--- config.mk ---
export PLATFORM = sky130hd
export DESIGN_NAME = psdsqrt_seq
export DESIGN_NICKNAME = d
export VERILOG_FILES = /design/src/rtl/psdsqrt_pkg.sv /design/src/rtl/psdsqrt_rnd.sv /design/src/rtl/psdsqrt_seq.sv
export SDC_FILE = /design/constraint.sdc
export NUM_CORES = 1
export LEC_CHECK = 0
export CORE_AREA = 2 2 96 98
export CTS_CLUSTER_SIZE = 30
export DETAILED_ROUTE_END_ITERATION = 7
export DIE_AREA = 0 0 98 100
export PLACE_DENSITY_LB_ADDON = 0.08
export SYNTH_ARGS = -nofsm -noshare
export SYNTH_HDL_FRONTEND = slang
export SYNTH_SLANG_ARGS = --single-unit
--- constraint.sdc ---
create_clock -name clock -period 4.27 [get_ports clock]
set_input_delay 0.854 -clock clock [delete_from_list [all_inputs] [get_ports clock]]
set_output_delay 0.854 -clock clock [all_outputs]
set_load 0.02 [all_outputs]
--- src/rtl/psdsqrt_pkg.sv ---
// Shared definitions for the sequential square-root unit: rounding-mode codes,
// FSM state encoding and the parameter legality check used at elaboration.
package psdsqrt_pkg;

    localparam logic [1:0] RM_FLOOR   = 2'd0;
    localparam logic [1:0] RM_NEAREST = 2'd1;
    localparam logic [1:0] RM_CEIL    = 2'd2;

    typedef enum logic [1:0] {
        IDLE  = 2'd0,
        CALC  = 2'd1,
        ROUND = 2'd2
    } state_t;

    function automatic bit cfg_ok(input int nbitsin, input int frac);
        return (nbitsin >= 4) && (nbitsin <= 64) && ((nbitsin % 2) == 0) &&
               (frac >= 1) && (frac <= 16);
    endfunction

endpackage

--- src/rtl/psdsqrt_rnd.sv ---
// Combinational rounding of the fixed-point root to an integer, with saturation
// to all ones when rounding carries out of the NBITSIN/2-bit result.
module psdsqrt_rnd
    import psdsqrt_pkg::*;
#(
    parameter int NBITSIN = 32,
    parameter int FRAC    = 4
) (
    input  logic [NBITSIN/2+FRAC-1:0] root,
    input  logic                      rem_nz,
    input  logic [1:0]                rmode,
    output logic [NBITSIN/2-1:0]      rounded
);

    localparam int HW = NBITSIN / 2;
    localparam int NR = HW + FRAC;

    function automatic logic [HW-1:0] round_sat(input logic [NR-1:0] r,
                                                input logic          nz,
                                                input logic [1:0]    m);
        logic [HW-1:0] int_part;
        logic          inc;
        logic [HW:0]   sum;
        int_part = r[NR-1:FRAC];
        case (m)
            RM_FLOOR: inc = 1'b0;
            RM_CEIL:  inc = (|r[FRAC-1:0]) | nz;
            // Modes 1 and 3 both round to nearest; a .5 tie cannot occur.
            default:  inc = r[FRAC-1];
        endcase
        sum = {1'b0, int_part} + {{HW{1'b0}}, inc};
        return sum[HW] ? {HW{1'b1}} : sum[HW-1:0];
    endfunction

    assign rounded = round_sat(root, rem_nz, rmode);

endmodule

--- src/rtl/psdsqrt_seq.sv ---
// Sequential restoring square root, one root bit per clock, then rounding.
// Optional fixed-point output port enabled by defining PSDSQRT_FIXOUT_EN.
module psdsqrt_seq
    import psdsqrt_pkg::*;
#(
    parameter int NBITSIN = 32,
    parameter int FRAC    = 4
) (
    input  logic                      clock,
    input  logic                      reset,
    input  logic                      start,
    input  logic [NBITSIN-1:0]        xin,
    input  logic [1:0]                rmode,
    output logic                      busy,
    output logic                      done,
    output logic [NBITSIN/2-1:0]      sqrt
`ifdef PSDSQRT_FIXOUT_EN
    ,
    output logic [NBITSIN/2+FRAC-1:0] sqrt_fix
`endif
);

    localparam int HW = NBITSIN / 2;
    localparam int NR = HW + FRAC;
    localparam int CW = $clog2(NR);

    if (!cfg_ok(NBITSIN, FRAC)) begin : g_cfg_err
        $error("psdsqrt_seq: NBITSIN must be even in 4..64 and FRAC in 1..16");
    end

    state_t                state_q;
    state_t                state_d;
    logic [2*NR-1:0]       rad_q;
    logic [NR-1:0]         root_q;
    logic signed [NR+1:0]  rem_q;
    logic [1:0]            mode_q;
    logic [CW-1:0]         cnt_q;
    logic [HW-1:0]         sqrt_q;
    logic                  done_q;

    logic [NR+1:0]         rem_shift;
    logic signed [NR+1:0]  trial;
    logic [HW-1:0]         rounded;

    // Wrapping difference is exact: the true trial value always fits NR+2 signed bits.
    assign rem_shift = {rem_q[NR-1:0], rad_q[2*NR-1 -: 2]};
    assign trial     = $signed(rem_shift - {root_q, 2'b01});

    psdsqrt_rnd #(
        .NBITSIN (NBITSIN),
        .FRAC    (FRAC)
    ) u_rnd (
        .root    (root_q),
        .rem_nz  (rem_q != '0),
        .rmode   (mode_q),
        .rounded (rounded)
    );

    always_comb begin
        state_d = state_q;
        case (state_q)
            IDLE:    if (start) state_d = CALC;
            CALC:    if (cnt_q == '0) state_d = ROUND;
            ROUND:   state_d = IDLE;
            default: state_d = IDLE;
        endcase
    end

    always_ff @(posedge clock) begin
        if (reset) begin
            state_q <= IDLE;
            rad_q   <= '0;
            root_q  <= '0;
            rem_q   <= '0;
            mode_q  <= RM_FLOOR;
            cnt_q   <= '0;
            sqrt_q  <= '0;
            done_q  <= 1'b0;
        end else begin
            state_q <= state_d;
            done_q  <= (state_q == ROUND);
            case (state_q)
                IDLE: begin
                    if (start) begin
                        rad_q  <= {xin, {(2*FRAC){1'b0}}};
                        mode_q <= rmode;
                        root_q <= '0;
                        rem_q  <= '0;
                        cnt_q  <= CW'(NR - 1);
                    end
                end
                CALC: begin
                    rad_q <= rad_q << 2;
                    cnt_q <= cnt_q - CW'(1);
                    if (!trial[NR+1]) begin
                        rem_q  <= trial;
                        root_q <= {root_q[NR-2:0], 1'b1};
                    end else begin
                        rem_q  <= rem_shift;
                        root_q <= {root_q[NR-2:0], 1'b0};
                    end
                end
                ROUND: sqrt_q <= rounded;
                default: ;
            endcase
        end
    end

`ifdef PSDSQRT_FIXOUT_EN
    logic [NR-1:0] fix_q;

    always_ff @(posedge clock) begin
        if (reset) begin
            fix_q <= '0;
        end else if (state_q == ROUND) begin
            fix_q <= root_q;
        end
    end

    assign sqrt_fix = fix_q;
`endif

    assign busy = (state_q != IDLE);
    assign done = done_q;
    assign sqrt = sqrt_q;

endmodule

# --- After elaboration in Yosys (flattened, before gate mapping) ---
# Index checks and enable logic that the tools add are counted.
op_classes:
  n_mux: 15
  n_addsub: 3
  n_eq_ne: 5
  bitwise: 1
  n_reduce_logical: 10
ops:
  columns: ["operator", "count"]
  rows:
  - ["$pmux 40 s2", 1]
  - ["$mux 22", 2]
  - ["$pmux 22 s2", 1]
  - ["$mux 40", 1]
  - ["$pmux 20 s2", 1]
  - ["$reduce_bool 22->1", 1]
  - ["$sub 22x22->22", 1]
  - ["$mux 20", 1]
  - ["$add 16x1->17", 1]
  - ["$mux 16", 1]
  - ["$pmux 5 s2", 1]
  - ["$reduce_and 2->1", 3]
  - ["$logic_not 5->1", 1]
  - ["$mux 5", 1]
  - ["$sub 5x1->5 const B", 1]
  - ["$eq 2x2->1 const B", 2]
  - ["$logic_not 2->1", 2]
  - ["$mux 2", 2]
  - ["$ne 2x2->1 const B", 2]
  - ["$pmux 2 s2", 1]
  - ["$reduce_bool 2->1", 2]
  - ["$reduce_or 4->1", 1]
  - ["$eq 2x1->1 const B", 1]
  - ["$pmux 1 s2", 1]
  - ["2 further kinds", 2]
totals:
  inputBits: 37
  ff_bits: 108
  output_inout_bits: 18
  elab_cells: 42

# --- Longest topological paths before layout ---
# Gate-level depths: netlist of the first run.
logic_depth:
  word_depth: 5
  ltp_mapped: 14
  mapped_depth_nobuf: 14

# --- Hierarchy ---
# A second synthesis of the first run with hierarchy kept.
unflattened:
  cells_unflattened: 660
  area_unflattened_um2: 5333.9
by_module_without_submodules:
  columns: ["module", "instances", "area_per_inst_um2", "cells_per_inst"]
  rows:
  - ["psdsqrt_seq", 1, 4922.2, 601]
  - ["psdsqrt_rnd", 1, 411.6, 59]

# --- Least setup slack after synthesis of the first run ---
# No wires, ideal clock.
synth_timing:
  path_type: "register to register"
  start: "register root_q[13]"
  end: "register rem_q[20]"
  setup_ps: 120
  path_stages_with_launch: 12
  arrival_time_ps: 2615
  setup_slack_ps: 1535
  path_buffers: 2
  path_cell_list: "dfxtp_1 > inv_1 > ha_1 > nand2_1 > o21a_1 > a221o_1 > mux2_4 > nor4_4 > buf_6 > buf_6 > nor2_1 > a211o_1"
synth_between:
  elab_chain_len: 3
synth_lines:
  columns: ["item", "line", "rtl"]
  rows:
  - ["start: declaration", "psdsqrt_seq.sv:34", "logic [NR-1:0] root_q;"]
  - ["start signal: assignment", "psdsqrt_seq.sv:97", "root_q <= {root_q[NR-2:0], 1'b1};"]
  - ["start signal: assignment", "psdsqrt_seq.sv:100", "root_q <= {root_q[NR-2:0], 1'b0};"]
  - ["$sub 22x22->22", "psdsqrt_seq.sv:47", "assign trial = $signed(rem_shift - {root_q, 2'b01});"]
  - ["$mux 22", "psdsqrt_seq.sv:95", "if (!trial[NR+1]) begin"]
  - ["$pmux 22 s2", "psdsqrt_seq.sv:82", "case (state_q)"]
  - ["end signal: assignment", "psdsqrt_seq.sv:96", "rem_q <= trial;"]
  - ["end signal: assignment", "psdsqrt_seq.sv:99", "rem_q <= rem_shift;"]
  - ["end: declaration", "psdsqrt_seq.sv:35", "logic signed [NR+1:0] rem_q;"]
# No other way between the ends.
# A chain may end at the register's enable or synchronous reset.

# --- Final worst setup path of the first run ---
layout_timing:
  start: "register root_q[14]"
  end: "register rem_q[15]"
# Same word-level chain as after synthesis.

==> results.toml, run 1 <==
[status]
status = "complete, no violations"

[setup_path]
timing.critical_path.arrival_ps = 3510
critical-path-top-delay-family = "compound AO/OA/AOI/OAI gates"
critical_path.reg2reg.startpoint = "root_q[14]$_SDFFE_PP0P_"
rr_worst_depth = 10
start_kind = "flip-flop"
r2r_slack_ps = 1030
timing.critical_path.slowest_stage_cell = "ha_1"
timing_worst_setup_path_type = "flip-flop to flip-flop"
crit_path_max_fanout = 31
critical_path.reg2reg.endpoint = "rem_q[15]$_SDFFE_PP0P_"
required_ps = 4540
crit_chain = "inv_1 -> ha_1 -> nand2_1 -> o21a_1 -> a221o_1 -> mux2_4 -> nor4_4 -> buf_4 -> mux2_2 -> a22o_1"
cp.buffers_inverters = 2
critPathMaxStageDelay_ps = 430
worst_setup_path_end_kind = "flip-flop"

[yosys]
total_standard_cell_area_after_synthesis_sq_um = 5150
synth-async-reset-ratio = 0
ys_ff_latch = 100
synth_enable_flop_cells = 0
yosysSeqAreaShare = 0.389
avgSynthCellArea_sq_um = 8.08
synthesis.instances = 637
ys.flop_type = "dfxtp_1"
syn-num-nets = 698
synth_cell_type_count = 52
synth-warning-count = 0

[timing]
post-route-min-period_ps = 3240
report.final.hold_viol_count = 0
timing.max_slew.rel_slack = 0.466
timing.final.crit_share = 0.759
maxSlewViolCount = 0
setup-tns-final_ps = 0
tightest_slew_ps = 798
finalSetupViolCount = 0
fin_skew_ps = 10.2
hold_worst_slack_ps = 461
setup_repair_after_global_routing_missed_its_margin = "false"
clock.fmax_mhz = 309

[global_route]
grt-ovfl-total = 0
antenna_found_initial = 0
grt_pass1_vias = 4410
globalRouteTotalUtil = 0.254
global_route_wire_length_before_repair_um = 20600
grt_max_degree = 59

[final_layout]
layout_commonest_cell = "nand2_1"
fin_nets = 735
flow.area_growth_from_synthesis_pct = 15.6
antenna_cells_inserted = 0
area_of_combinational_cells_with_multiple_inputs_sq_um = 2900
post_route_cells_drive_above_1_share = 0.0486
final-seq-area_sq_um = 2000
most_used_cells_in_the_layout_excluding_fill_and_tap_cells = "nand2_1 (107), dfxtp_1 (100), a21oi_1 (55), clkdlybuf4s50_1 (53), o21ai_0 (51)"
total_of_fill_cells_in_the_finished_design = 779

[routing]
routed-via-count = 4607
drt-wirelength-per-cell_um = 15.4
drtAntennaViolNets = 0
drtPass1Iterations = 5
post-route-drc-count = 0
drt_iter0_markers = 247
finalWirelength_um = 12200
vias_per_cell = 5.83

[place]
placement.io_buffers = 54
detailedPlacementHpwl_um = 8770
routabilityCongestion = 0.937

[job]
max_cap_violations = 0

[clock_tree]
insertion_delay_ps = 360
worst_setup_hold_path_clk_slew_ps = 110
clk_root_buf = "clkbuf_8"
clock_tree_from_tritoncts = "yes"
cts_buffers = 9
clock_sinks = 100
cts-htree-levels = 3
post_cts.resized_instances = 0
post_cts_hold_fix_bufs = 0
clockBufferDepth = 2
postCtsSetupRepairBufs = 0

[worst_hold_path]
hold_path_class = "flip-flop to flip-flop"
hold_path_depth = 2
hold_start = "rad_q[13]$_SDFFE_PP0P_"
min_delay_endpoint = "rad_q[13]$_SDFFE_PP0P_"

[power]
power_frac_seq = 0.292
power.density_cell_area_nw_per_um2 = 637
power.net_switching_mw = 1.54
leakage_nw = 2.17
power.share.switching = 0.407
clockPowerShare = 0.170
cellInternalPower_mw = 2.25
max-vdd-ir-drop_v = 0.000467
comb_power_share = 0.539

[floorplanning]
die-area_sq_um = 9800
die_width_um = 98
initial_utilization = 0.579
floorplan.core_area_sq_um = 8890
row_count = 35
fp.dieH_um = 100
num_io_pins = 55
==> routing by layer <==
metal | up-vias | part of all wire | GRT usage
met5 | - | 0 | 0
li1 | 2346 | - | -
met1 | 2157 | 0.46 | 0.325
met4 | 0 | 0.021 | 0.0855
met3 | 18 | 0.032 | 0.0320
met2 | 86 | 0.49 | 0.446
==> cell usage after synthesis, types with 2 or more instances <==
cell	count	share of area
inv_1	26	0.019
a311oi_1	2	0.0034
nand2b_1	6	0.0073
xor2_1	7	0.012
a41oi_1	4	0.0068
a21oi_1	55	0.053
nor2b_1	9	0.011
dfxtp_1	100	0.39
nand3_1	13	0.013
mux2i_1	14	0.027
a211oi_1	17	0.025
nor3_1	10	0.0097
a22o_1	3	0.0051
buf_1	2	0.0015
ha_1	24	0.058
and4_1	2	0.0034
o211ai_1	2	0.0029
o31ai_1	2	0.0029
and2_1	2	0.0024
o21ai_0	51	0.050
xnor2_1	19	0.032
and3_1	3	0.0036
o21a_1	7	0.010
nand2_1	107	0.078
a22oi_1	31	0.045
o21ai_1	2	0.0019
a31oi_1	4	0.0049
o31a_1	2	0.0034
a21o_1	5	0.0073
buf_6	2	0.0044
mux2_2	3	0.0066
nand3b_1	3	0.0044
nor2_1	40	0.029
clkbuf_1	31	0.023
or3_1	2	0.0024
nor4_1	6	0.0073
nand4_1	4	0.0049
==> power groups by stage <==
stage          Combinational, mW  Clock [mW]  Sequential [mW]
2_1_floorplan               1.72           0             1.11
3_3_place_gp                2.02           0             1.12
3_5_place_dp                2.02           0             1.13
4_1_cts                     2.04       0.654             1.10
5_1_grt                     2.26       0.695             1.12
6_report                    2.04       0.643             1.11
==> how the worst max path moves through the flow <==
stage | start | endpoint | slack [ps] | depth (start not counted)
2_1_floorplan | root_q[13]$_SDFFE_PP0P_ | rem_q[20]$_SDFFE_PP0P_ | 1530 | 11
3_3_place_gp | root_q[14]$_SDFFE_PP0P_ | rem_q[15]$_SDFFE_PP0P_ | 1150 | 10
3_5_place_dp | root_q[14]$_SDFFE_PP0P_ | rem_q[15]$_SDFFE_PP0P_ | 1080 | 10
4_1_cts | root_q[14]$_SDFFE_PP0P_ | rem_q[15]$_SDFFE_PP0P_ | 1060 | 10
5_1_grt | root_q[14]$_SDFFE_PP0P_ | rem_q[15]$_SDFFE_PP0P_ | 820 | 10
6_report | root_q[14]$_SDFFE_PP0P_ | rem_q[15]$_SDFFE_PP0P_ | 1030 | 10
==> metrics by stage <==
step	setup WS, ps	cell area, sq um	util	total power [mW]	std cells
global placement	1150	5740	0.645	3.14	774
finish	1030	5950	0.669	3.79	790
detailed placement	1080	5740	0.645	3.14	774
CTS	1060	5950	0.669	3.79	790
floorplan	1530	5150	-	2.82	637
global route	820	5950	0.669	4.08	790
==> cell type report <==
type / instances / area share
inverters: 26 / 0.0164
multi-input cells: 475 / 0.488
flip-flops and latches: 100 / 0.336
clock buffers: 10 / 0.0215
clock inverters: 6 / 0.0141
well taps: 111 / 0.0233
repair buffers: 62 / 0.100
==> cells by family after synthesis <==
| kind of cell | Yosys count | share of synthesized area |
|---|---|---|
| buffers and inverters | 62 | 0.0489 |
| AND/OR/NAND/NOR | 211 | 0.185 |
| XOR/XNOR | 26 | 0.0442 |
| multiplexers | 18 | 0.0367 |
| flip-flops | 100 | 0.389 |
| AO/OA/AOI/OAI | 196 | 0.238 |
| adder cells (fa/ha/maj) | 24 | 0.0583 |
==> sequential cells by signal, indices dropped and copies added (netlist names) <==
register	cells
cnt_q	5
done	1
mode_q	2
rad_q	32
rem_q	22
root_q	20
sqrt	16
state_q	2
==> worst register-to-register path, stage by stage (launching register included) <==
cell and delay [ps]:
dfxtp_1 410, inv_1 100, ha_1 430, nand2_1 100
o21a_1 220, a221o_1 370, mux2_4 320, nor4_4 240
buf_4 410, mux2_2 390, a22o_1 180
No activity file was read; power rests on OpenSTA's default activity.
==> run 2, diff against run 1 <==
- CORE_AREA: 2 2 96 98 -> 2 2 99 101
- DIE_AREA: 0 0 98 100 -> 0 0 101 103
- clock period: 4.27 -> 3.2 ns (I/O delays scaled with it)
==> run 2 against run 1 <==
- clock power rose by 14%
- critical path depth rose by 2
- routed wire length rose by 3.1%
- core utilization fell by 3.6 points
- count of clock-buffer cells in the layout rose by 1
- largest cell class unchanged
- largest power group unchanged
==> results.toml, run 2 (synthesis results as in run 1) <==
[status]
status = "complete, no violations"

[clock_tree]
clockBufferDepth = 2
clk_root_buf = "clkbuf_8"
insertion_delay_ps = 370
post_cts_hold_fix_bufs = 0
post_cts.resized_instances = 0
cts-htree-levels = 3
cts_buffers = 9
clock_tree_from_tritoncts = "yes"
postCtsSetupRepairBufs = 0
worst_setup_hold_path_clk_slew_ps = 100
clock_sinks = 100

[power]
comb_power_share = 0.573
power_frac_seq = 0.285
finalPower_mw = 5.18
power.net_switching_mw = 2.10
power.share.switching = 0.405
max-vdd-ir-drop_v = 0.000536
leakage_nw = 2.19
cellInternalPower_mw = 3.08
clockPowerShare = 0.141
power.density_cell_area_nw_per_um2 = 865

[routing]
drtAntennaViolNets = 0
drt-wirelength-per-cell_um = 15.7
post-route-drc-count = 0
drtPass1Iterations = 6
drt_iter0_markers = 228
finalWirelength_um = 12600
routed-via-count = 4695
vias_per_cell = 5.85

[floorplanning]
num_io_pins = 55
die_width_um = 101
floorplan.core_area_sq_um = 9460
initial_utilization = 0.544
die-area_sq_um = 10400
row_count = 36
fp.dieH_um = 103

[setup_path]
timing.critical_path.arrival_ps = 3320
timing_worst_setup_path_type = "flip-flop to flip-flop"
required_ps = 3460
crit_path_max_fanout = 16
worst_setup_path_end_kind = "flip-flop"
start_kind = "flip-flop"

[final_layout]
flow.area_growth_from_synthesis_pct = 16.4
largest-register = "rad_q"
most_used_cells_in_the_layout_excluding_fill_and_tap_cells = "nand2_1 (107), dfxtp_1 (100), a21oi_1 (55), clkdlybuf4s50_1 (53), o21ai_0 (51)"
fin_nets = 744
final_core_util = 0.633
largest_registers = "rad_q: 32 flops, rem_q: 22 flops, root_q: 20 flops"
layout_commonest_cell = "nand2_1"
largest_reg_flops = 32
antenna_cells_inserted = 0
post_route_cells_drive_above_1_share = 0.0596

[timing]
post-route-min-period_ps = 3060
maxSlewViolCount = 0
fin_skew_ps = 15.5
setup_repair_after_global_routing_missed_its_margin = "false"
setup-tns-final_ps = 0
timing.final.crit_share = 0.957
clock.fmax_mhz = 326
timing.max_slew.rel_slack = 0.596
tightest_slew_ps = 603
finalSetupViolCount = 0
report.final.hold_viol_count = 0
hold_worst_slack_ps = 461

[global_route]
global_route_wire_length_before_repair_um = 20500
antenna_found_initial = 0
grt_max_degree = 43
globalRouteTotalUtil = 0.246
grt_pass1_vias = 4326
grt-ovfl-total = 0

[place]
routabilityCongestion = 0.949
detailedPlacementHpwl_um = 9210
placement.io_buffers = 54

[job]
max_cap_violations = 0

[worst_hold_path]
hold_path_class = "flip-flop to flip-flop"
run 2: area by class of cell:
cell class | count | area (sq um)
tap | 114 | 143
clock inverter | 5 | 37.5
inverter | 26 | 97.6
fill | 891 | 3470
clock buffer | 11 | 131
timing repair buffer | 71 | 676
sequential | 100 | 2000
multi-input combinational | 475 | 2900
run 2: per-stage QoR:
step	setup WS (ps)	cells	area [sq um]
after floorplan	465	637	5150
after global placement	286	785	5810
after detailed placement	212	785	5810
after CTS	173	801	5980
after global routing	5.63	802	5990
final	136	802	5990
run 2: power by group through the flow:
stage	Combinational (mW)	Clock [mW]	Sequential, mW
3_3_place_gp	2.84	0	1.50
2_1_floorplan	2.29	0	1.48
4_1_cts	2.90	0.748	1.48
3_5_place_dp	2.88	0	1.51
6_report	2.97	0.732	1.48
5_1_grt	3.23	0.799	1.49
run 2: layer usage:
layer | wire [um] | track usage | share of wire | vias up
li1 | - | - | - | 2349
met1 | 5630 | 0.318 | 0.45 | 2226
met2 | 6310 | 0.425 | 0.50 | 106
met3 | 449 | 0.0353 | 0.036 | 14
met4 | 180 | 0.0790 | 0.014 | 0
met5 | 0 | 0 | 0 | -
run 2: worst paths after layout:
kind                          start                      to  slack (ps)  cells after the start
max          root_q[0]$_SDFFE_PP0P_  rem_q[20]$_SDFFE_PP0P_         140                     12
min          rad_q[27]$_SDFFE_PP0P_  rad_q[27]$_SDFFE_PP0P_         460                      2
min reg2reg  rad_q[27]$_SDFFE_PP0P_  rad_q[27]$_SDFFE_PP0P_         460                      2
max reg2reg  root_q[0]$_SDFFE_PP0P_  rem_q[20]$_SDFFE_PP0P_         140                     12
run 2: worst max-delay path: stages (launching register included):
cell and delay (ps):
dfxtp_1 370, inv_1 80, ha_1 360, o211ai_1 130, o211a_1 290, or3_1 470
a211oi_1 420, nor4_4 90, buf_4 170, buf_12 150, nand3_1 80, mux2i_1 70
a211o_1 270
